--- src/rtl/writeback_arbiter.sv ---
// writeback_arbiter: ALU/LSU round-robin writeback queue with busy mask; define WB_BYPASS_EN for zero-latency bypass
module writeback_arbiter #(
  parameter int XLEN  = 32,
  parameter int DEPTH = 4
) (
  input  logic            clk,
  input  logic            rst_n,
  input  logic            alu_valid,
  output logic            alu_ready,
  input  logic [4:0]      alu_rd,
  input  logic [XLEN-1:0] alu_data,
  input  logic            lsu_valid,
  output logic            lsu_ready,
  input  logic [4:0]      lsu_rd,
  input  logic [XLEN-1:0] lsu_data,
  input  logic            wb_hold,
  output logic            reg_write,
  output logic [4:0]      rd,
  output logic [XLEN-1:0] write_data,
  output logic [31:0]     busy_mask,
  output logic            fifo_full,
  output logic            fifo_empty
);
  localparam int PW = $clog2(DEPTH);
  localparam int CW = PW + 1;
  logic [4:0]      mem_rd_q   [DEPTH];
  logic [4:0]      mem_rd_d   [DEPTH];
  logic [XLEN-1:0] mem_data_q [DEPTH];
  logic [XLEN-1:0] mem_data_d [DEPTH];
  logic [PW-1:0]   wr_ptr_q, wr_ptr_d, rd_ptr_q, rd_ptr_d;
  logic [CW-1:0]   count_q, count_d;
  logic            last_lsu_q, last_lsu_d;
  logic            grant_lsu, accept, drain, push, bypass;
  logic [4:0]      sel_rd;
  logic [XLEN-1:0] sel_data;
  assign fifo_empty = count_q == '0;
  assign fifo_full  = count_q == CW'(DEPTH);
  // Arbitration, accept, bypass decision and drain outputs
  always_comb begin
    drain     = !fifo_empty && !wb_hold;
    grant_lsu = lsu_valid && (!alu_valid || !last_lsu_q);
    accept    = (alu_valid || lsu_valid) && (!fifo_full || drain);
    alu_ready = accept && !grant_lsu;
    lsu_ready = accept && grant_lsu;
    sel_rd    = grant_lsu ? lsu_rd : alu_rd;
    sel_data  = grant_lsu ? lsu_data : alu_data;
`ifdef WB_BYPASS_EN
    bypass    = fifo_empty && !wb_hold && accept && sel_rd != 5'd0;
`else
    bypass    = 1'b0;
`endif
    push       = accept && sel_rd != 5'd0 && !bypass;
    reg_write  = drain || bypass;
    rd         = bypass ? sel_rd : fifo_empty ? 5'd0 : mem_rd_q[rd_ptr_q];
    write_data = bypass ? sel_data : fifo_empty ? '0 : mem_data_q[rd_ptr_q];
  end
  // Next state for queue storage, pointers, occupancy and round-robin history
  always_comb begin
    mem_rd_d   = mem_rd_q;
    mem_data_d = mem_data_q;
    if (push) begin
      mem_rd_d[wr_ptr_q]   = sel_rd;
      mem_data_d[wr_ptr_q] = sel_data;
    end
    wr_ptr_d   = wr_ptr_q + PW'(push);
    rd_ptr_d   = rd_ptr_q + PW'(drain);
    count_d    = count_q + CW'(push) - CW'(drain);
    last_lsu_d = accept ? grant_lsu : last_lsu_q;
  end
  // Pending destinations: every occupied slot from head onward
  always_comb begin
    busy_mask = '0;
    for (int i = 0; i < DEPTH; i++)
      if (CW'(i) < count_q) busy_mask[mem_rd_q[rd_ptr_q + PW'(i)]] = 1'b1;
    busy_mask[0] = 1'b0;
  end
  // Entry storage needs no reset: occupancy alone decides what is visible
  always_ff @(posedge clk) begin
    mem_rd_q   <= mem_rd_d;
    mem_data_q <= mem_data_d;
  end
  // Control state with asynchronous clear; last grant starts at ALU so LSU wins the first tie
  always_ff @(posedge clk or negedge rst_n) begin
    if (!rst_n) begin
      wr_ptr_q   <= '0;
      rd_ptr_q   <= '0;
      count_q    <= '0;
      last_lsu_q <= 1'b0;
    end else begin
      wr_ptr_q   <= wr_ptr_d;
      rd_ptr_q   <= rd_ptr_d;
      count_q    <= count_d;
      last_lsu_q <= last_lsu_d;
    end
  end
  a_no_overflow:  assert property (@(posedge clk) disable iff (!rst_n) !(push && !drain && fifo_full));
  a_no_underflow: assert property (@(posedge clk) disable iff (!rst_n) !(drain && fifo_empty));
endmodule

--- config.mk ---
export PLATFORM = sky130hd
export DESIGN_NAME = writeback_arbiter
export DESIGN_NICKNAME = d
export VERILOG_FILES = /design/src/rtl/writeback_arbiter.sv
export SDC_FILE = /design/constraint.sdc
export NUM_CORES = 1
export LEC_CHECK = 0
export BUFFER_PORTS_ARGS = -buffer_cell sky130_fd_sc_hd__buf_2
export CAP_MARGIN = 20
export CORE_UTILIZATION = 50
export CTS_CLUSTER_DIAMETER = 50
export DETAILED_ROUTE_END_ITERATION = 7
export GPL_ROUTABILITY_DRIVEN = 1
export MAX_ROUTING_LAYER = met4
export PLACE_DENSITY_LB_ADDON = 0.08
export SETUP_SLACK_MARGIN = 0.5
export SLEW_MARGIN = 0
export SYNTH_ARGS = -nofsm -noshare
export SYNTH_HDL_FRONTEND = slang
export SYNTH_SLANG_ARGS = --single-unit
--- constraint.sdc ---
create_clock -name clk -period 10.95 [get_ports clk]
set_clock_uncertainty 0.05 [all_clocks]
set_input_delay 0.5475 -clock clk [delete_from_list [all_inputs] [get_ports clk]]
set_output_delay 0.5475 -clock clk [all_outputs]
set_load 0.05 [all_outputs]
# == Word level (Yosys, flattened, before mapping) ==
# Index checks and enable logic that the tools add are counted.
# classes
addsub,7
n_reduce_logical,22
eq_ne,1
mux,37
magnitude_cmp,18
bitwise_logic,8
# ops
op,count
32-bit 2-to-1 mux,9
128-bit bitwise mux,1
32-bit OR,3
32-bit binary-select mux with 2-bit select,1
32-bit demux with 2-bit select,1
5-bit 2-to-1 mux,11
5-bit binary-select mux with 2-bit select,4
5-bit by 6-bit less-than comparator with 1-bit output (second input constant),4
20-bit bitwise mux,1
1-bit demux with 5-bit select,4
5-bit by 1-bit >= comparator with 1-bit output (second input constant),4
3-bit >= comparator (second input constant),5
2-bit inverter with 3-bit output,5
1-bit logical AND,11
5-bit demux with 2-bit select,1
1-bit zero test,6
1-bit by 3-bit less-than comparator with 1-bit output (first input constant),2
2-bit by 3-bit less-than comparator with 1-bit output (first input constant),2
5-bit nonzero test,1
2-bit by 1-bit adder with 2-bit output,2
2-bit adder (second input constant),2
1-bit 2-to-1 mux,4
3-bit by 1-bit adder with 3-bit output,1
3-bit == test (second input constant),1
other kinds (5),7
# totals
in_bits,79
reg_bits,156
out_inout_bits,74

# == Logic depth before layout (Yosys ltp) ==
# depth
word_depth,15
depth_mapped,10
ltp_nobuf,9

# == Least setup slack after synthesis ==
# OpenSTA, ideal clock, no wires.
# synth_timing
path_kind,input -> register
from,input port lsu_valid
to,register mem_data_q[32] (netlist name) (enable)
setup_slack_ns,6.088
cell_stages,6
arrival_time_ns,4.327
cell_sequence,a21boi_0 > buf_2 > mux2_2 > nor3_1 > a21o_1 > nor3b_1
# synth_between
elab_chain_len,4
elab_cells_between_ends,6
cone_classes,mux (1); reduce/logical (5)
# synth_lines
element,line,rtl
"start, declared",12,"input logic lsu_valid,"
1-bit logical AND,41,grant_lsu = lsu_valid && (!alu_valid || !last_lsu_q);
5-bit 2-to-1 mux,45,sel_rd = grant_lsu ? lsu_rd : alu_rd;
net sel_rd[0],34,logic [4:0] sel_rd;
5-bit nonzero test,52,push = accept && sel_rd != 5'd0 && !bypass;
1-bit logical AND,52,
"end signal, assigned",80,mem_data_q <= mem_data_d;
"end, declared",28,logic [XLEN-1:0] mem_data_q [DEPTH];
# The timed path passes the listed nets, and every way through them passes these cells.
# A chain may end at the register's enable or synchronous reset.

# == Final worst setup path ==
# layout_timing
from,register rd_ptr_q[0]
to,output port busy_mask[5]
# layout_between
elab_chain_len,15
elab_cells_between_ends,46
cone_classes,add/sub (3); order compare (8); mux (24); bitwise (7); reduce/logical (4)
# layout_lines
element,line,rtl
"start, declared",30,"logic [PW-1:0] wr_ptr_q, wr_ptr_d, rd_ptr_q, rd_ptr_d;"
"start signal, assigned",91,rd_ptr_q <= rd_ptr_d;
2-bit by 1-bit adder with 2-bit output or 2-bit inverter with 3-bit output (tied branches),74,if (CW'(i) < count_q) busy_mask[mem_rd_q[rd_ptr_q + PW'(i)]] = 1'b1;
2-bit inverter with 3-bit output (implied by the code) or 5-bit binary-select mux with 2-bit select (tied branches),74,
5-bit binary-select mux with 2-bit select or 5-bit 2-to-1 mux (tied branches),74,
5-bit 2-to-1 mux (implied by the code),74,
5-bit 2-to-1 mux (implied by the code) (tied with other cells),74,
5-bit by 6-bit less-than comparator with 1-bit output (implied by the code) (tied with other cells),74,
1-bit logical AND (implied by the code) or 1-bit 2-to-1 mux (tied branches),74,
1-bit 2-to-1 mux (implied by the code) or 1-bit demux with 5-bit select (tied branches),74,
1-bit demux with 5-bit select or 32-bit 2-to-1 mux (tied branches),74,
32-bit OR (no line),-,
32-bit 2-to-1 mux,74,
32-bit OR (no line),-,
32-bit 2-to-1 mux,74,
32-bit OR (no line),-,
32-bit 2-to-1 mux *,74,
"end, declared",20,"output logic [31:0] busy_mask,"
# Mark *: on every way between the ends. The rest lies on a longest branch, timed or not. The select of a mux whose other input is x is not followed.

==> flow_metrics.env <==
export IMPL_status="completed"
export IMPL_coreArea_um2=15900
export IMPL_fin_crit_sh=0.391
export IMPL_drive_above_1_share=0.414
export IMPL_cp_slowest_stage_delay_ns=1.06
export IMPL_crit_fanout=57
export IMPL_overflow=0
export IMPL_drt_wl_total_um=19900
export IMPL_n_antenna_cell=0
export IMPL_synth_common_cells="148 x edfxtp_1, 52 x nor2b_1, 45 x nand2_1, 43 x mux4_2, 37 x mux2_2"
export IMPL_postSynthAreaPerCell_um2=14.9
export IMPL_path_class="reg -> out"
export IMPL_synth_distinct_cells=56
export IMPL_die_area_um2=16700
export IMPL_critPathBufInv=1
export IMPL_numPortBuffers=151
export IMPL_cts_tree="done"
export IMPL_slew_headroom=0.312
export IMPL_ys_async_sr_fraction=0.0513
export IMPL_numClockSinks=156
export IMPL_io_pins=153
export IMPL_start_util=0.511
export IMPL_arrival_ns=3.68
export IMPL_gp_congestion=0.984
export IMPL_path_clk_slew_ns=0.06
export IMPL_cap_violations=0
export IMPL_num_rows=46
export IMPL_yosysSeqAreaShare=0.573
export IMPL_synth_most_common_cell="edfxtp_1"
export IMPL_ant_nets=0
export IMPL_first_pass_iters=5
export IMPL_synthTopCellsByArea="edfxtp_1 55%, mux4_2 12%, mux2_2 5.1%, nor2b_1 4.0%, a22oi_1 2.9%"
export IMPL_grt_pass1_wl_um=29900
export IMPL_layout_setup_ws_ns=6.67
export IMPL_synth_edff_count=148
export IMPL_reg2regPathDepth=10
export IMPL_reg2reg_slack_ns=7.43
export IMPL_min_period_ns=4.28
export IMPL_worst_pin_slew_ns=1.03
export IMPL_worstSetupEndpoint="busy_mask[5]"
export IMPL_dieHeight_um=129
export IMPL_min_path_type="in -> reg"
export IMPL_place_ws_ns=7.08
export IMPL_grt_max_degree=58
export IMPL_drc=0
export IMPL_synthFlopType="edfxtp_1"
export IMPL_min_from="lsu_data[18]"
export IMPL_dp_hpwl_um=13700
export IMPL_r2r_start="last_lsu_q"
export IMPL_critPathLaunchType="flop"
export IMPL_clkLatencyLatePin_ns=0.42
export IMPL_synthesis_instances=543
export IMPL_fin_setup_tns_ns=0
export IMPL_cts_max_level=4
export IMPL_worstPathCellList="mux4_1, nor2b_1, nor4bb_1, a221oi_1, nand2_1, buf_2"
export IMPL_num_vias=5434
export IMPL_critPathLaunch="rd_ptr_q[0]"
export IMPL_cpLargestDelayFamily="flip-flops"
export IMPL_syn_nets=629
export IMPL_cts_max_path_buffers=2
export IMPL_finalHoldViolCount=0
export IMPL_setup_viol=0
export IMPL_ys_warn_count=0
export IMPL_cp_num_cells=6
export IMPL_viasPerCell=5.91
export IMPL_grt_pass1_vias=5284
export IMPL_post_cts_setup_buffers=0
export IMPL_critPathSlowestCell="dfrtp_4"
export IMPL_cts_buffers_inserted=17
export IMPL_fmax_ghz=0.234
export IMPL_antenna_found_initial=0
export IMPL_drt_iter0_drc=434
export IMPL_wire_per_inst_um=21.7
export IMPL_synth_top_area_frac=0.548
export IMPL_yosys_area_top_type="edfxtp_1"
export IMPL_timing_rr_end="count_q[2]"
export IMPL_layout_nets=777
export IMPL_cts_root_buffer="clkbuf_16"
export IMPL_synth_area_um2=8110
export IMPL_synth_seq_cells=156
export IMPL_drv_slew=0
export IMPL_area_growth_pct=19.3
export IMPL_post_cts_resized=0
export IMPL_cp_required_ns=10.35
export IMPL_die_w_um=129
export IMPL_end_kind="output pin"
export IMPL_track_usage=0.254
export IMPL_rsz0062_at_grt="false"
[registers in the layout (all words and copies together), names as in the netlist]
register    count
mem_data_q    128
mem_rd_q       20
count_q         3
rd_ptr_q        2
wr_ptr_q        2
last_lsu_q      1
[routing by layer]
metal	share of wire	vias to the layer above	track usage
li1	-	2438	-
met1	0.42	2693	0.318
met2	0.49	266	0.407
met3	0.068	37	0.0586
met4	0.021	0	0.0907
met5	0	-	-
[what timing repair did]
| item | 4_1_cts | 5_1_grt |
|---|---|---|
| endpoints found under the setup margin | 0 | 0 |
| hold buffers | 1 | 0 |
| endpoints found under the hold margin | 8 | 0 |
[area by class of cell]
type                    instances  area, um^2
flip-flops and latches        156        4650
well taps                     216         270
multi-input cells             347        3310
clock inverters                14         158
repair buffers                162         841
fillers                      1264        6210
clock buffers                  17         425
inverters                       7        26.3
[kinds of logic (layout without fill, tap and decap cells)]
kind of cell,Yosys count,count (layout),synth area share
XOR/XNOR,3,3,0.00324
adder cells (fa/ha/maj),7,7,0.0117
AND/OR/NAND/NOR,178,178,0.122
flip-flops,156,156,0.573
multiplexers,94,94,0.204
buffers and inverters,40,200,0.0245
other,1,1,0.000462
AO/OA/AOI/OAI,64,64,0.0611
[layout by cell type (no fill, tap or decap), types with 2 or more instances in the layout]
cell        instances
buf_2             151
edfxtp_1          148
nor2b_1            52
nand2_1            45
mux4_2             43
mux2_2             37
a22oi_1            31
nor2_1             24
clkbuf_16          17
nand2b_1           12
buf_4              10
nor3_1              8
mux4_1              8
inv_1               7
and2_1              7
a221o_1             7
mux2i_1             6
ha_1                6
dfrtp_1             6
o211ai_1            5
inv_6               5
nand3_1             4
nor2_4              4
nor3b_1             3
a21oi_1             3
o22ai_1             3
nor3b_2             3
nor3_2              3
o21ai_0             2
a21o_1              2
a32oi_1             2
nand3b_1            2
o31ai_1             2
a221oi_1            2
xor2_1              2
clkinv_2            2
clkinvlp_4          2
clkinv_4            2
bufinv_16           2
[worst min path at each step]
stage	to	slack, ns	depth (start not counted)
CTS	mem_data_q[112]	0.41	2
floorplan	count_q[0]	0.20	0
global route	mem_data_q[55]	0.41	2
finish	mem_data_q[114]	0.42	2
detailed placement	count_q[2]	0.35	1
global placement	count_q[2]	0.35	1
[metrics by stage]
step / util / cell area [um^2] / hold slack (ns) / cells
global route: 0.609 / 9680 / 0.411 / 919
CTS: 0.609 / 9680 / 0.408 / 919
finish: 0.609 / 9680 / 0.424 / 919
global placement: 0.572 / 9080 / 0.350 / 887
detailed placement: 0.572 / 9080 / 0.354 / 887
floorplan: - / 8110 / 0.202 / 543
[worst register-to-register path, stage by stage (launching register included)]
cell      delay (ns)
dfrtp_1         0.42
a21boi_4        0.59
buf_4           0.46
mux2_2          0.45
nor3_1          0.20
a21o_1          0.33
ha_1            0.17
inv_1           0.04
ha_1            0.18
fa_1            0.38
xnor2_1         0.14
Power is not shown: default switching activity piles up to over one toggle a cycle in this logic, so the estimate is an artifact.
